`src/rtl/pwm_duty_ramp.sv`:
```
// Slew-limited duty sequencer feeding the PWM generator.
// Duty moves toward the accepted target by one step per PWM period.
module pwm_duty_ramp #(
    parameter int WIDTH    = 8,
    parameter int STEP_W   = 8,
    parameter int PERIOD_W = 8
) (
    input  logic              clk,
    input  logic              rst,
    input  logic              en,
    input  logic [WIDTH-1:0]  target,
    input  logic [STEP_W-1:0] step,
    input  logic              target_valid,
    output logic              target_ready,
    output logic [WIDTH-1:0]  duty,
    output logic              period_start,
    output logic              busy,
    output logic              done
);

    localparam int CW = ((WIDTH > STEP_W) ? WIDTH : STEP_W) + 1;

    typedef enum logic [1:0] {
        IDLE,
        UP,
        DOWN
    } state_t;

    state_t              state_q, state_d;
    logic [PERIOD_W-1:0] pcnt_q, pcnt_d;
    logic                ps_q, ps_d;
    logic                done_q, done_d;
    logic [WIDTH-1:0]    duty_q, duty_d;
    logic [WIDTH-1:0]    tgt_q, tgt_d;
    logic [STEP_W-1:0]   step_q, step_d;

    logic                tick;
    logic                accept;
    logic [CW-1:0]       gap;
    logic [CW-1:0]       step_x;

    assign tick   = &pcnt_q;
    assign accept = target_valid && (state_q == IDLE);
    assign step_x = CW'(step_q);

    // Distance left to travel, widened so a large step compares cleanly.
    always_comb begin
        gap = '0;
        if (state_q == UP) begin
            gap = CW'(tgt_q) - CW'(duty_q);
        end else begin
            gap = CW'(duty_q) - CW'(tgt_q);
        end
    end

    always_ff @(posedge clk or posedge rst) begin
        if (rst) begin
            state_q <= IDLE;
            pcnt_q  <= '0;
            ps_q    <= 1'b0;
            done_q  <= 1'b0;
            duty_q  <= '0;
            tgt_q   <= '0;
            step_q  <= '0;
        end else begin
            state_q <= state_d;
            pcnt_q  <= pcnt_d;
            ps_q    <= ps_d;
            done_q  <= done_d;
            duty_q  <= duty_d;
            tgt_q   <= tgt_d;
            step_q  <= step_d;
        end
    end

    always_comb begin
        state_d = state_q;
        pcnt_d  = pcnt_q + PERIOD_W'(1);
        ps_d    = tick;
        done_d  = 1'b0;
        duty_d  = duty_q;
        tgt_d   = tgt_q;
        step_d  = step_q;

        if (accept) begin
            tgt_d  = target;
            step_d = (step == '0) ? STEP_W'(1) : step;
        end

        unique case (state_q)
            IDLE: begin
                if (accept) begin
                    if (target > duty_q) begin
                        state_d = UP;
                    end else if (target < duty_q) begin
                        state_d = DOWN;
                    end else begin
                        done_d = 1'b1;
                    end
                end
            end
            UP: begin
                if (tick && en) begin
                    if (gap <= step_x) begin
                        duty_d  = tgt_q;
                        state_d = IDLE;
                        done_d  = 1'b1;
                    end else begin
                        duty_d = duty_q + WIDTH'(step_q);
                    end
                end
            end
            DOWN: begin
                if (tick && en) begin
                    if (gap <= step_x) begin
                        duty_d  = tgt_q;
                        state_d = IDLE;
                        done_d  = 1'b1;
                    end else begin
                        duty_d = duty_q - WIDTH'(step_q);
                    end
                end
            end
            default: begin
                state_d = IDLE;
            end
        endcase
    end

    assign target_ready = (state_q == IDLE);
    assign busy         = (state_q != IDLE);
    assign duty         = duty_q;
    assign period_start = ps_q;
    assign done         = done_q;

endmodule

```
`config.mk`:
```
export PLATFORM = sky130hd
export DESIGN_NAME = pwm_duty_ramp
export DESIGN_NICKNAME = d
export VERILOG_FILES = /design/src/rtl/pwm_duty_ramp.sv
export SDC_FILE = /design/constraint.sdc
export NUM_CORES = 1
export LEC_CHECK = 0
export BUFFER_PORTS_ARGS = -buffer_cell sky130_fd_sc_hd__buf_4
export CAP_MARGIN = 10
export CELL_PAD_IN_SITES_DETAIL_PLACEMENT = 1
export CELL_PAD_IN_SITES_GLOBAL_PLACEMENT = 2
export CORE_ASPECT_RATIO = 1.2
export CORE_MARGIN = 2
export CORE_UTILIZATION = 41
export DETAILED_ROUTE_END_ITERATION = 8
export PLACE_DENSITY = 0.93
export SLEW_MARGIN = 20
export SYNTH_ARGS = -nofsm -noshare
export SYNTH_HDL_FRONTEND = slang
export SYNTH_SLANG_ARGS = --single-unit
```
`constraint.sdc`:
```
create_clock -name clk -period 7.7 [get_ports clk]
set_clock_uncertainty 0.05 [all_clocks]
set_input_delay 0.77 -clock clk [delete_from_list [all_inputs] [get_ports clk]]
set_output_delay 0.77 -clock clk [all_outputs]
set_load 0.1 [all_outputs]
```
* Word-level counts from Yosys, hierarchy flattened
Cells that the tools add are included.
** Word-level totals
- Input bits :: 20
- Register bits after elaboration :: 36
- Output and inout port bits :: 12
** Operators by class
- Reductions and logical operators :: 10
- Muxes and demuxes :: 19
- Equality and inequality tests :: 8
- $lt $le $gt $ge :: 3
- Add/sub/neg operators :: 5
** Operators with widths (count)
- 8-bit 2-to-1 mux :: 5
- 8-bit by 8-bit subtractor with 9-bit output :: 2
- 8-bit case mux with 2 select lines :: 1
- 2-bit 2-to-1 mux :: 5
- 9-bit by 8-bit <= comparator with 1-bit output :: 1
- 9-bit 2-to-1 mux :: 1
- 8-bit by 1-bit adder with 8-bit output (second input constant) :: 1
- 8-bit adder :: 1
- 8-bit > comparator :: 1
- 8-bit logical NOT :: 1
- 8-bit < comparator :: 1
- 2-bit by 1-bit inequality test with 1-bit output (second input constant) :: 4
- 8-bit AND reduction :: 1
- 8-bit subtractor :: 1
- 1-bit 2-to-1 mux :: 5
- 2-bit case mux with 2 select lines :: 1
- 4-bit AND reduction :: 1
- 2-bit nonzero test :: 2
- 3-bit by 1-bit inequality test with 1-bit output (second input constant) :: 1
- 3-bit AND reduction :: 1
- 2-bit by 1-bit equality test with 1-bit output (second input constant) :: 1
- 2-bit equality test (second input constant) :: 1
- 1-bit logical AND :: 2
- 2-bit logical NOT :: 1
- other kinds (3) :: 3

* Longest topological paths before layout
- Depth after elaboration :: 6
- Depth in mapped cells :: 16

* Worst setup path before layout
Ideal clock, no wire load.
- Kind :: reg-to-reg
- Start :: register duty_q[1], in the netlist duty[1]
- End :: register state_q[0]
- Clock period less this slack :: 4442 ps
- Path buffers :: 0
- Stages on the path, launching flop included :: 15
- Setup time :: 125 ps
- Data arrival time :: 4267 ps
- Slack :: 3258 ps
- Path through :: dfrtp_1 inv_1 fa_1 nand3b_1 and3_1 a21oi_1 a311oi_1 xnor2_1 ha_1 a22oi_2 o211ai_2 a31oi_1 o311ai_4 a211oi_4 mux2_4
** Between the ends
- Longest elaborated chain between the ends :: 5
- Elaborated cells on any way between the ends :: 12
** RTL lines
- start, declared :: RTL line 33 : logic [WIDTH-1:0] duty_q, duty_d;
- start signal, assigned :: RTL line 70 : duty_q <= duty_d;
- 8-bit by 8-bit subtractor with 9-bit output, on equally long branches :: RTL line 52, 50
- 9-bit 2-to-1 mux :: RTL line 49 : if (state_q == UP) begin
- 9-bit by 8-bit <= comparator with 1-bit output :: RTL line 104, 115
- 2-bit by 1-bit inequality test with 1-bit output (no source line)
- 4-bit AND reduction (no source line)
- end signal, assigned :: RTL line 66 : state_q <= state_d;
- end, declared :: RTL line 29 : state_t state_q, state_d;
Several ways; a longest one is shown, not always the timed one. The select of a mux whose other input is x is not followed.
A chain may end at the register's enable or synchronous reset.

* Final worst setup path
- Start :: register duty_q[1], in the netlist duty[1]
- End :: register duty_q[0], in the netlist duty[0]
** Between the ends
- Longest elaborated chain between the ends :: 6
- Elaborated cells on any way between the ends :: 9
** RTL lines
- 8-bit by 8-bit subtractor with 9-bit output, on equally long branches :: RTL line 52, 50
- 9-bit 2-to-1 mux * :: RTL line 49
- 9-bit by 8-bit <= comparator with 1-bit output * :: RTL line 104, 115
- 8-bit 2-to-1 mux, on equally long branches :: RTL line 115, 104
- 8-bit 2-to-1 mux, on equally long branches :: RTL line 114, 103
- 8-bit case mux with 2 select lines * :: RTL line 90 : unique case (state_q)
Every way passes the cells marked *; elsewhere a longest branch is shown, timed or not. The select of a mux whose other input is x is not followed.

==> results.cfg <==
[status]
status = finished clean

[timing]
period_share_pct = 55.00
final_hold_viol_count = 0
rsz0062_at_grt = false
slew_violations = 0
finalSetupTns_ns = 0
finalSetupViolCount = 0
fin_crit_ns = 4.235
tightest_slew_ns = 0.8249
fmax_mhz = 236.1
relSlewSlack_pct = 44.87

[cts]
cts-buffers-inserted = 5
clk_pin_slew_ns = 0.08
ctsHoldBuffers = 0
cts_sinks = 36
htreeDepth = 2
cts_tree = done
clock-root-buffer = clkbuf_8
clockBufferDepth = 2
post-cts-setup-buffers = 0
insertion_delay_ns = 0.31
ctsResizeCount = 0

[synthesis]
avgSynthCellArea_um2 = 9.535
synth_seq_cells = 36
ys_top_cells_by_count = ha_1, inv_1, dfrtp_1
muxShareOfSynthArea_pct = 7.835
synth_top_family_by_area = adder cells
synth-main-ff-cell = dfrtp_1
syn_nets = 415
synthCells = 340
synth.most_common_cell = ha_1
netlist_area_um2 = 3242
synth_top_cell_by_area = dfrtp_1
synth-simple-area-share_pct = 12.85
async_flop_share_pct = 100.0
synth-compound-area-share_pct = 19.26
synthAdderAreaFrac_pct = 22.15
synth_xor_area_share_pct = 4.052
ys_top_cells_by_area = dfrtp_1, ha_1, mux2_2
ys_seq_area_share_pct = 27.79
synth-edff-count = 0
ys_types = 57
yosysWarnings = 0
synth_top_area_share_pct = 27.79

[global_route]
grt_antenna_before_repair = 0
grt_usage_pct = 20.67
overflow = 0
grt_pass1_vias = 2776
grt_pass1_wl_um = 13770
grt_max_degree = 37

[critical_path]
crit_slowest_cell = dfrtp_1
critPathMostFrequentCell = o21ai_0
cp_cell_sequence = inv_1, ha_1, nor2b_1, o21ai_0, nand2b_1, o21ai_0, a2bb2oi_1, xnor2_1, ha_1, o21ai_0, nand2b_1, a21oi_1, o311a_1, mux2i_1, mux2_2
crit_type = flip-flop to flip-flop
critPathTopFamily = compound AO/OA/AOI/OAI gates
cp.required_ns = 7.85
cp_slowest_stage_delay_ns = 0.52
path_max_fanout = 8
critPathBufInv = 1
worstPathArrival_ns = 4.38
start_kind = flip-flop
cp-end-kind = flip-flop

[layout]
design_area_um2 = 3651
seq_area_um2 = 900.9
fin_nets = 445
diodes = 0
drive_above_1_share_pct = 18.87
multi_input_area_um2 = 2145
final_util_pct = 47.64
area_growth_pct = 12.62
nFillCells = 883

[placement]
post-dp-hpwl_um = 6735
dpl-instance-area_um2 = 3540
routabilityCongestion = 0.8783
place.port_buffers = 31

[floorplan]
initial_utilization_pct = 42.30
die_h_um = 101.4
num_io_pins = 32
die_w_um = 85.18
core_area_um2 = 7664
die-area_um2 = 8638
fp-row-count = 35

[flow_run]
maxCapViolCount = 0

[route]
highest_layer = met4
wire_per_inst_um = 18.43
vias = 2607
wl_um = 8534
wl_met1_um = 3699
antenna_left = 0
drt_pass1_iterations = 3
avgViaCountPerCell = 5.631
wl_met3_um = 214
drc = 0
drt_iter0_drc = 82
wl_met2_um = 4495

[min_path]
hold_path.class = flip-flop to flip-flop
-- worst register-to-register path, delay by kind of cell (launching register included) --
family	cells	cell delay (ns)
muxes	2	0.43
adders and majority gates	2	0.64
AOI/OAI and AO/OA	6	1.74
DFF	1	0.52
and+or+nand+nor	3	0.34
buffers and inverters	1	0.22
xor gates and xnor gates	1	0.18
-- path summary, 6_finish.rpt --
| kind | start | endpoint | slack [ns] | cells past startpoint |
|---|---|---|---|---|
| worst min register to register | pcnt_q[0] | pcnt_q[0] | 0.43 | 1 |
| worst min-delay path | pcnt_q[0] | pcnt_q[0] | 0.43 | 1 |
| min in group asynchronous | rst | tgt_q[7] | 0.52 | 3 |
| max in group asynchronous | rst | period_start | 6.76 | 3 |
| worst max register to register | duty[1] | duty[0] | 3.47 | 15 |
| worst max-delay path | duty[1] | duty[0] | 3.47 | 15 |
-- flip-flops by register name, summed over array words and instances (netlist names) --
register / flops
duty: 8
tgt_q: 8
pcnt_q: 8
step_q: 8
state_q: 2
period_start: 1
done: 1
-- layout make-up --
cell class                      instances  share of cell area (%)
Multi-Input combinational cell        258                   58.74
Tap cell                               92                   3.153
Inverter                               37                   3.804
Timing Repair Buffer                   32                   6.580
Clock inverter                          3                   1.165
Sequential cell                        36                   24.67
Clock buffer                            5                   1.885
-- stage by stage --
step	setup WS (ns)	hold WS, ns	std cells
after global placement	3.729	0.4127	455
after detailed placement	3.604	0.4202	455
after global routing	3.198	0.4636	463
after CTS	3.488	0.4322	463
final	3.465	0.4301	463
after floorplan	3.258	0.3932	340
-- placed cells by master (no fill, tap or decap), types with 8 or more instances in the layout --
cell,synthesis,final
nand2_1,17,17
ha_1,51,51
nor2_1,17,17
mux2_2,15,15
a21oi_1,20,20
buf_4,1,32
dfrtp_1,36,36
o21ai_0,17,17
inv_1,37,37
xnor2_1,8,8
-- layer usage --
layer  up-vias  GRT usage, %
met1      1289         23.67
met2        30         38.58
met4         0         6.960
met3         9         3.667
met5         -             0
li1       1279             -
-- logic make-up (layout without fill, tap and decap cells) --
kind of cell    after synthesis  in the layout
flops                        36             36
buf+inv                      46             77
xor+xnor                     15             15
simple gates                 79             79
compound gates               86             86
fa+ha+maj                    55             55
mux                          23             23
Power is left out: the tool's default activity adds up to more than one toggle a clock period on the data nets, which glitch-free logic cannot reach.
